[src/rtl/alu_exec.sv]
// 16-bit ALU with add/and/or/shifts in 1 cycle and a 16-cycle shift-add multiply.
// No input queuing: start is only accepted while busy is low.
module alu_exec (
  input  logic        clk,
  input  logic        rst,
  input  logic        start,
  input  logic [2:0]  signal,
  input  logic [15:0] a,
  input  logic [15:0] b,
  output logic [15:0] result,
  output logic        cout,
  output logic        zero,
  output logic        busy,
  output logic        done
);

  typedef enum logic {IDLE, MUL} state_t;

  localparam logic [2:0] OP_ADD = 3'b000;
  localparam logic [2:0] OP_MUL = 3'b001;
  localparam logic [2:0] OP_AND = 3'b010;
  localparam logic [2:0] OP_OR  = 3'b011;
  localparam logic [2:0] OP_SLL = 3'b100;
  localparam logic [2:0] OP_SRL = 3'b101;

  state_t      state;
  logic [15:0] acc;
  logic [15:0] mcand;
  logic [15:0] mplr;
  logic [3:0]  count;

  logic [16:0] sum;
  logic [15:0] alu_res;
  logic        alu_cout;
  logic [15:0] acc_next;

  // Single-cycle datapath; unused codes (110/111) fall through to add.
  always_comb begin
    sum      = {1'b0, a} + {1'b0, b};
    alu_res  = sum[15:0];
    alu_cout = sum[16];
    case (signal)
      OP_AND: begin
        alu_res  = a & b;
        alu_cout = 1'b0;
      end
      OP_OR: begin
        alu_res  = a | b;
        alu_cout = 1'b0;
      end
      OP_SLL: begin
        alu_res  = a << b[3:0];
        alu_cout = 1'b0;
      end
      OP_SRL: begin
        alu_res  = a >> b[3:0];
        alu_cout = 1'b0;
      end
      default: begin
        alu_res  = sum[15:0];
        alu_cout = sum[16];
      end
    endcase
  end

  assign acc_next = acc + (mplr[0] ? mcand : 16'h0000);
  assign zero     = (result == 16'h0000);

  always_ff @(posedge clk or posedge rst) begin
    if (rst) begin
      state  <= IDLE;
      result <= 16'h0000;
      cout   <= 1'b0;
      busy   <= 1'b0;
      done   <= 1'b0;
      acc    <= 16'h0000;
      mcand  <= 16'h0000;
      mplr   <= 16'h0000;
      count  <= 4'd0;
    end else begin
      done <= 1'b0;
      case (state)
        IDLE: begin
          if (start) begin
            if (signal == OP_MUL) begin
              mcand <= a;
              mplr  <= b;
              acc   <= 16'h0000;
              count <= 4'd0;
              busy  <= 1'b1;
              state <= MUL;
            end else begin
              result <= alu_res;
              cout   <= alu_cout;
              done   <= 1'b1;
            end
          end
        end
        MUL: begin
          acc   <= acc_next;
          mcand <= mcand << 1;
          mplr  <= mplr >> 1;
          count <= count + 4'd1;
          // Last iteration publishes the updated accumulator directly.
          if (count == 4'd15) begin
            result <= acc_next;
            cout   <= 1'b0;
            done   <= 1'b1;
            busy   <= 1'b0;
            count  <= 4'd0;
            state  <= IDLE;
          end
        end
        default: state <= IDLE;
      endcase
    end
  end

endmodule

[config.mk]
export PLATFORM = sky130hd
export DESIGN_NAME = alu_exec
export DESIGN_NICKNAME = d
export VERILOG_FILES = /design/src/rtl/alu_exec.sv
export SDC_FILE = /design/constraint.sdc
export NUM_CORES = 1
export LEC_CHECK = 0
export CAP_MARGIN = 15
export CORE_ASPECT_RATIO = 0.75
export CORE_MARGIN = 10
export CORE_UTILIZATION = 40
export DETAILED_ROUTE_END_ITERATION = 7
export SETUP_SLACK_MARGIN = 0.2
export SLEW_MARGIN = 20
export SYNTH_ARGS = -nofsm -noshare
export SYNTH_HDL_FRONTEND = slang
export SYNTH_SLANG_ARGS = --single-unit
export TNS_END_PERCENT = 50
[constraint.sdc]
create_clock -name clk -period 3.6 [get_ports clk]
set_input_delay 0.9 -clock clk [delete_from_list [all_inputs] [get_ports clk]]
set_output_delay 0.9 -clock clk [all_outputs]
set_load 0.02 [all_outputs]
==> impl_results.rst <==
.. list-table::
   :header-rows: 1

   * - Metric
     - Value
   * - Reg-to-Reg Start
     - mplr[0]
   * - HP Class
     - register to register
   * - Minimum clock period
     - 3.23 ns
   * - Prevailing post-synth register cell
     - sky130_fd_sc_hd__dfrtp_1
   * - Share of post-route cells with drive strength above 1
     - 0.137
   * - Fill cells
     - roughly 1.6k
   * - Sequential cell area fraction in the yosys report
     - 0.278
   * - Initial antenna violation count
     - 0
   * - Max rail drop VDD
     - ~0.00024 V
   * - Final period utilization
     - 0.897
   * - Max_slew headroom
     - 0.525
   * - Chain of cells forming the critical path
     - clkdlybuf4s50_1 > ha_1 > fa_1 > a211oi_2 > nor2_1 > o211ai_1 > nor2b_1 > xnor2_1 > a2111oi_1 > nor2_1
   * - Number of synthesized register bits
     - between 70 and 80
   * - Synthesized netlist net count
     - 893
   * - Standard cell with the maximum stage delay on the critical path
     - sky130_fd_sc_hd__clkdlybuf4s50_1
   * - Final Max Tran Viols
     - 0
   * - Final setup vio count
     - 0
   * - Number of diodes
     - 0
   * - Pin count of the biggest net entering global routing
     - 73
   * - Cell at the root of the clock tree
     - sky130_fd_sc_hd__clkbuf_16
   * - Slew at the pin with the worst max-slew slack
     - between 0.7 and 0.8 ns
   * - Setup repair after global routing missed its margin
     - true
   * - Data required time of the critical path
     - roughly 3.8 ns
   * - Core area
     - ~0.016 sq mm
   * - Worst setup margin
     - around 0.37 ns
   * - EDFF count, synth
     - 0
   * - Async set-or-reset flop fraction in the synthesized netlist
     - 1.00
   * - Worst Path Buf+Inv
     - 1
   * - HPWL after DPL
     - 18.6 mm
   * - Number of CTS-inserted buffers
     - 9
   * - DRC violation count after routing
     - 0
   * - Timing endpoint of the critical path
     - result[8]
   * - Row cnt
     - 40
   * - Most used standard cells in the synthesized netlist
     - sky130_fd_sc_hd__nand2_1, sky130_fd_sc_hd__o21ai_0, sky130_fd_sc_hd__dfrtp_1, sky130_fd_sc_hd__nor2_1, sky130_fd_sc_hd__mux2i_1
   * - Wirelength, routed
     - 23.6 mm
   * - Clock input transition at the sequential cells of the worst setup and hold paths
     - 0.06 ns
   * - Cell accounting for the most synthesized area
     - sky130_fd_sc_hd__dfrtp_1
   * - Cts hold-fix bufs
     - 0
   * - Setup bufs post-CTS
     - 0
   * - Synthesis warning total
     - 0
   * - Initial DRC count
     - about 660
   * - Number of input and output port buffers inserted
     - 57
   * - Max Cap Viol
     - 0
   * - Crit path max-delay family
     - compound AO/OA/AOI/OAI gates
   * - Average wire per cell in the routed design
     - approximately 21 um
   * - Total global routing overflow
     - 0
   * - Minimum setup slack among reg-to-reg paths
     - around 0.53 ns
   * - Area of the mapped netlist
     - 0.00649 sq mm
   * - Sink Count
     - slightly above 70
   * - Wire length of the first global-routing pass
     - between 30 and 40 mm
   * - Most common cell type on the critical path
     - sky130_fd_sc_hd__nor2_1
   * - Critical Path Start Type
     - input pin
   * - Average cell area after synthesis
     - between 8 and 9 sq um
   * - Maximum fanout encountered on the critical timing path
     - 2
   * - Maximum clock path buffer count
     - 2
   * - Worst-case reg-to-reg path depth
     - 10
   * - Run status
     - finished, final reports clean
   * - Overall die area
     - 0.0218 sq mm
   * - Overall power after layout
     - 4.55 mW
   * - Gate count of the mapped netlist
     - between 800 and 900
   * - Via count of the first global-routing pass
     - around 6.3k
   * - Power per standard cell area
     - approximately 560 mW/mm^2
   * - Final weighted congestion in routability-driven placement
     - between 0.9 and 1
   * - Number of top-level pins
     - 58
   * - Area share of the leading cell type in the synthesized netlist
     - 0.278
   * - H-tree Lvls
     - 3
   * - Count leader, synth
     - sky130_fd_sc_hd__nand2_1
   * - Distinct cells, synth
     - 60
   * - Layout Area Growth over Synthesis
     - 24.8%
   * - Iteration count of the initial detailed-routing pass
     - 5
   * - Placement Setup Slack
     - -0.117 ns
   * - Maximum cell stage delay along the critical path
     - 0.43 ns
   * - DIE HEIGHT
     - between 100 and 150 um
   * - Total number of vias
     - 6486
   * - Synth area leaders
     - sky130_fd_sc_hd__dfrtp_1, sky130_fd_sc_hd__ha_1, sky130_fd_sc_hd__mux2i_1
   * - Critical path capture point type
     - register
   * - Vias per cell
     - roughly 5.8
   * - Timing startpoint of the critical path
     - a[0]
   * - Final-layout worst hold slack
     - 0.481 ns
   * - Clk Latency, worst-skew pair
     - 0.35 ns
   * - Post-DRT Antenna Nets
     - 0
   * - GR Util All Layers
     - 0.217
   * - FMAX
     - 310 MHz
   * - Leakage power figure
     - roughly 3.8 nW
   * - Number of failing hold endpoints at the final stage
     - 0
   * - RR Endpoint
     - result[12]
   * - Horizontal die dimension
     - about 170 um
   * - CTS tree
     - done
   * - Critical setup path kind
     - input pin to register
   * - NumNets Final
     - 992
   * - Effective utilization at floorplan
     - 0.407
   * - Layout Skew
     - between 0.01 and 0.015 ns
   * - Number of cells on the critical path
     - 10
   * - Data arrival at the endpoint of the critical path
     - between 3 and 4 ns
==> placed cells by master (no fill, tap or decap), types with 7 or more instances in the layout <==
| cell | synthesis | layout |
|---|---|---|
| sky130_fd_sc_hd__mux2i_1 | 53 | 53 |
| sky130_fd_sc_hd__a21oi_1 | 50 | 50 |
| sky130_fd_sc_hd__a211oi_1 | 15 | 14 |
| sky130_fd_sc_hd__o21ai_0 | 83 | 82 |
| sky130_fd_sc_hd__o211ai_1 | 16 | 16 |
| sky130_fd_sc_hd__o22ai_1 | 7 | 7 |
| sky130_fd_sc_hd__xor2_1 | 10 | 10 |
| sky130_fd_sc_hd__and2_1 | 18 | 18 |
| sky130_fd_sc_hd__o221ai_1 | 8 | 8 |
| sky130_fd_sc_hd__inv_1 | 41 | 40 |
| sky130_fd_sc_hd__mux2_2 | 11 | 11 |
| sky130_fd_sc_hd__nor2_1 | 65 | 65 |
| sky130_fd_sc_hd__a21o_1 | 8 | 8 |
| sky130_fd_sc_hd__nand3_1 | 21 | 21 |
| sky130_fd_sc_hd__xnor2_1 | 15 | 15 |
| sky130_fd_sc_hd__buf_4 | 2 | 75 |
| sky130_fd_sc_hd__clkdlybuf4s50_1 | 0 | 56 |
| sky130_fd_sc_hd__nor3_1 | 7 | 7 |
| sky130_fd_sc_hd__clkbuf_16 | 0 | 9 |
| sky130_fd_sc_hd__nand2_1 | 106 | 105 |
| sky130_fd_sc_hd__ha_1 | 49 | 49 |
| sky130_fd_sc_hd__dfrtp_1 | 72 | 71 |
==> worst min-delay path by stage <==
stage / slack [ns] / depth (start not counted) / from / to
floorplan: 0.45 / 2 / acc[10] / acc[10]
global placement: 0.46 / 2 / mplr[8] / mplr[7]
detailed placement: 0.47 / 2 / mplr[8] / mplr[7]
CTS: 0.48 / 2 / mplr[8] / mplr[7]
global route: 0.52 / 2 / mplr[14] / mplr[13]
finish: 0.48 / 2 / mplr[8] / mplr[7]
==> routing by layer <==
| metal | vias to the layer above | global-route usage | share of wire |
|---|---|---|---|
| li1 | 3108 | - | - |
| met1 | 3055 | 0.319 | 0.49 |
| met2 | 292 | 0.292 | 0.39 |
| met3 | 31 | 0.0742 | 0.11 |
| met4 | 0 | 0.0541 | 0.015 |
| met5 | - | 0 | 0 |
==> state kept, by name, summed over array words and instances, names as in the netlist <==
name,count
acc,16
busy,1
count,4
cout,1
done,1
mcand,16
mplr,16
result,16
state,1
==> repair_timing <==
item	4_1_cts	5_1_grt
setup endpoints to repair	0	9
hold endpoints to repair	0	0
gates resized for setup	0	6
==> cell type report <==
type / count / area [sq um] / area share
clock inverters: 4 / 76.3 / 0.00942
repair buffers: 135 / 1190 / 0.147
well taps: 210 / 263 / 0.0324
multi-input cells: 643 / 4360 / 0.538
clock buffers: 12 / 256 / 0.0317
flip-flops and latches: 72 / 1800 / 0.223
inverters: 42 / 159 / 0.0196
==> metrics by stage <==
step                      cell area (sq um)  instances   util  setup TNS [ns]
final                                  8100       1118  0.507               0
after global routing                   8100       1118  0.507               0
after CTS                              8090       1118  0.507               0
after detailed placement               7750       1102  0.486          -0.411
after global placement                 7750       1102  0.486          -0.111
after floorplan                        6490        804      -               0
==> worst register-to-register path, stage by stage, from the launching register on <==
cell and delay (ns):
sky130_fd_sc_hd__dfrtp_1 0.57, sky130_fd_sc_hd__and2_1 0.25, sky130_fd_sc_hd__ha_1 0.22, sky130_fd_sc_hd__fa_1 0.41, sky130_fd_sc_hd__a21o_1 0.19, sky130_fd_sc_hd__nand4_1 0.08, sky130_fd_sc_hd__o21ai_0 0.17, sky130_fd_sc_hd__o21ai_0 0.35
sky130_fd_sc_hd__o21ai_0 0.17, sky130_fd_sc_hd__xor2_1 0.20, sky130_fd_sc_hd__a221o_1 0.34
==> cells by family (layout without fill, tap and decap cells) <==
| group | count (synthesis) | after routing | share of synthesized area |
|---|---|---|---|
| AO/OA/AOI/OAI | 241 | 241 | 0.237 |
| buffers and inverters | 89 | 193 | 0.0540 |
| adder cells (fa/ha/maj) | 51 | 51 | 0.101 |
| multiplexers | 69 | 69 | 0.118 |
| XOR/XNOR | 25 | 25 | 0.0337 |
| AND/OR/NAND/NOR | 257 | 257 | 0.179 |
| flip-flops | 72 | 72 | 0.278 |
==> power breakdown <==
| part | leakage [nW] | switching (mW) | internal [mW] |
|---|---|---|---|
| registers | 0.940 | 0.338 | 1.13 |
| logic | 2.72 | 1.18 | 0.883 |
| clock network | 0.159 | 0.367 | 0.648 |
(Power assumes the default switching activity.)
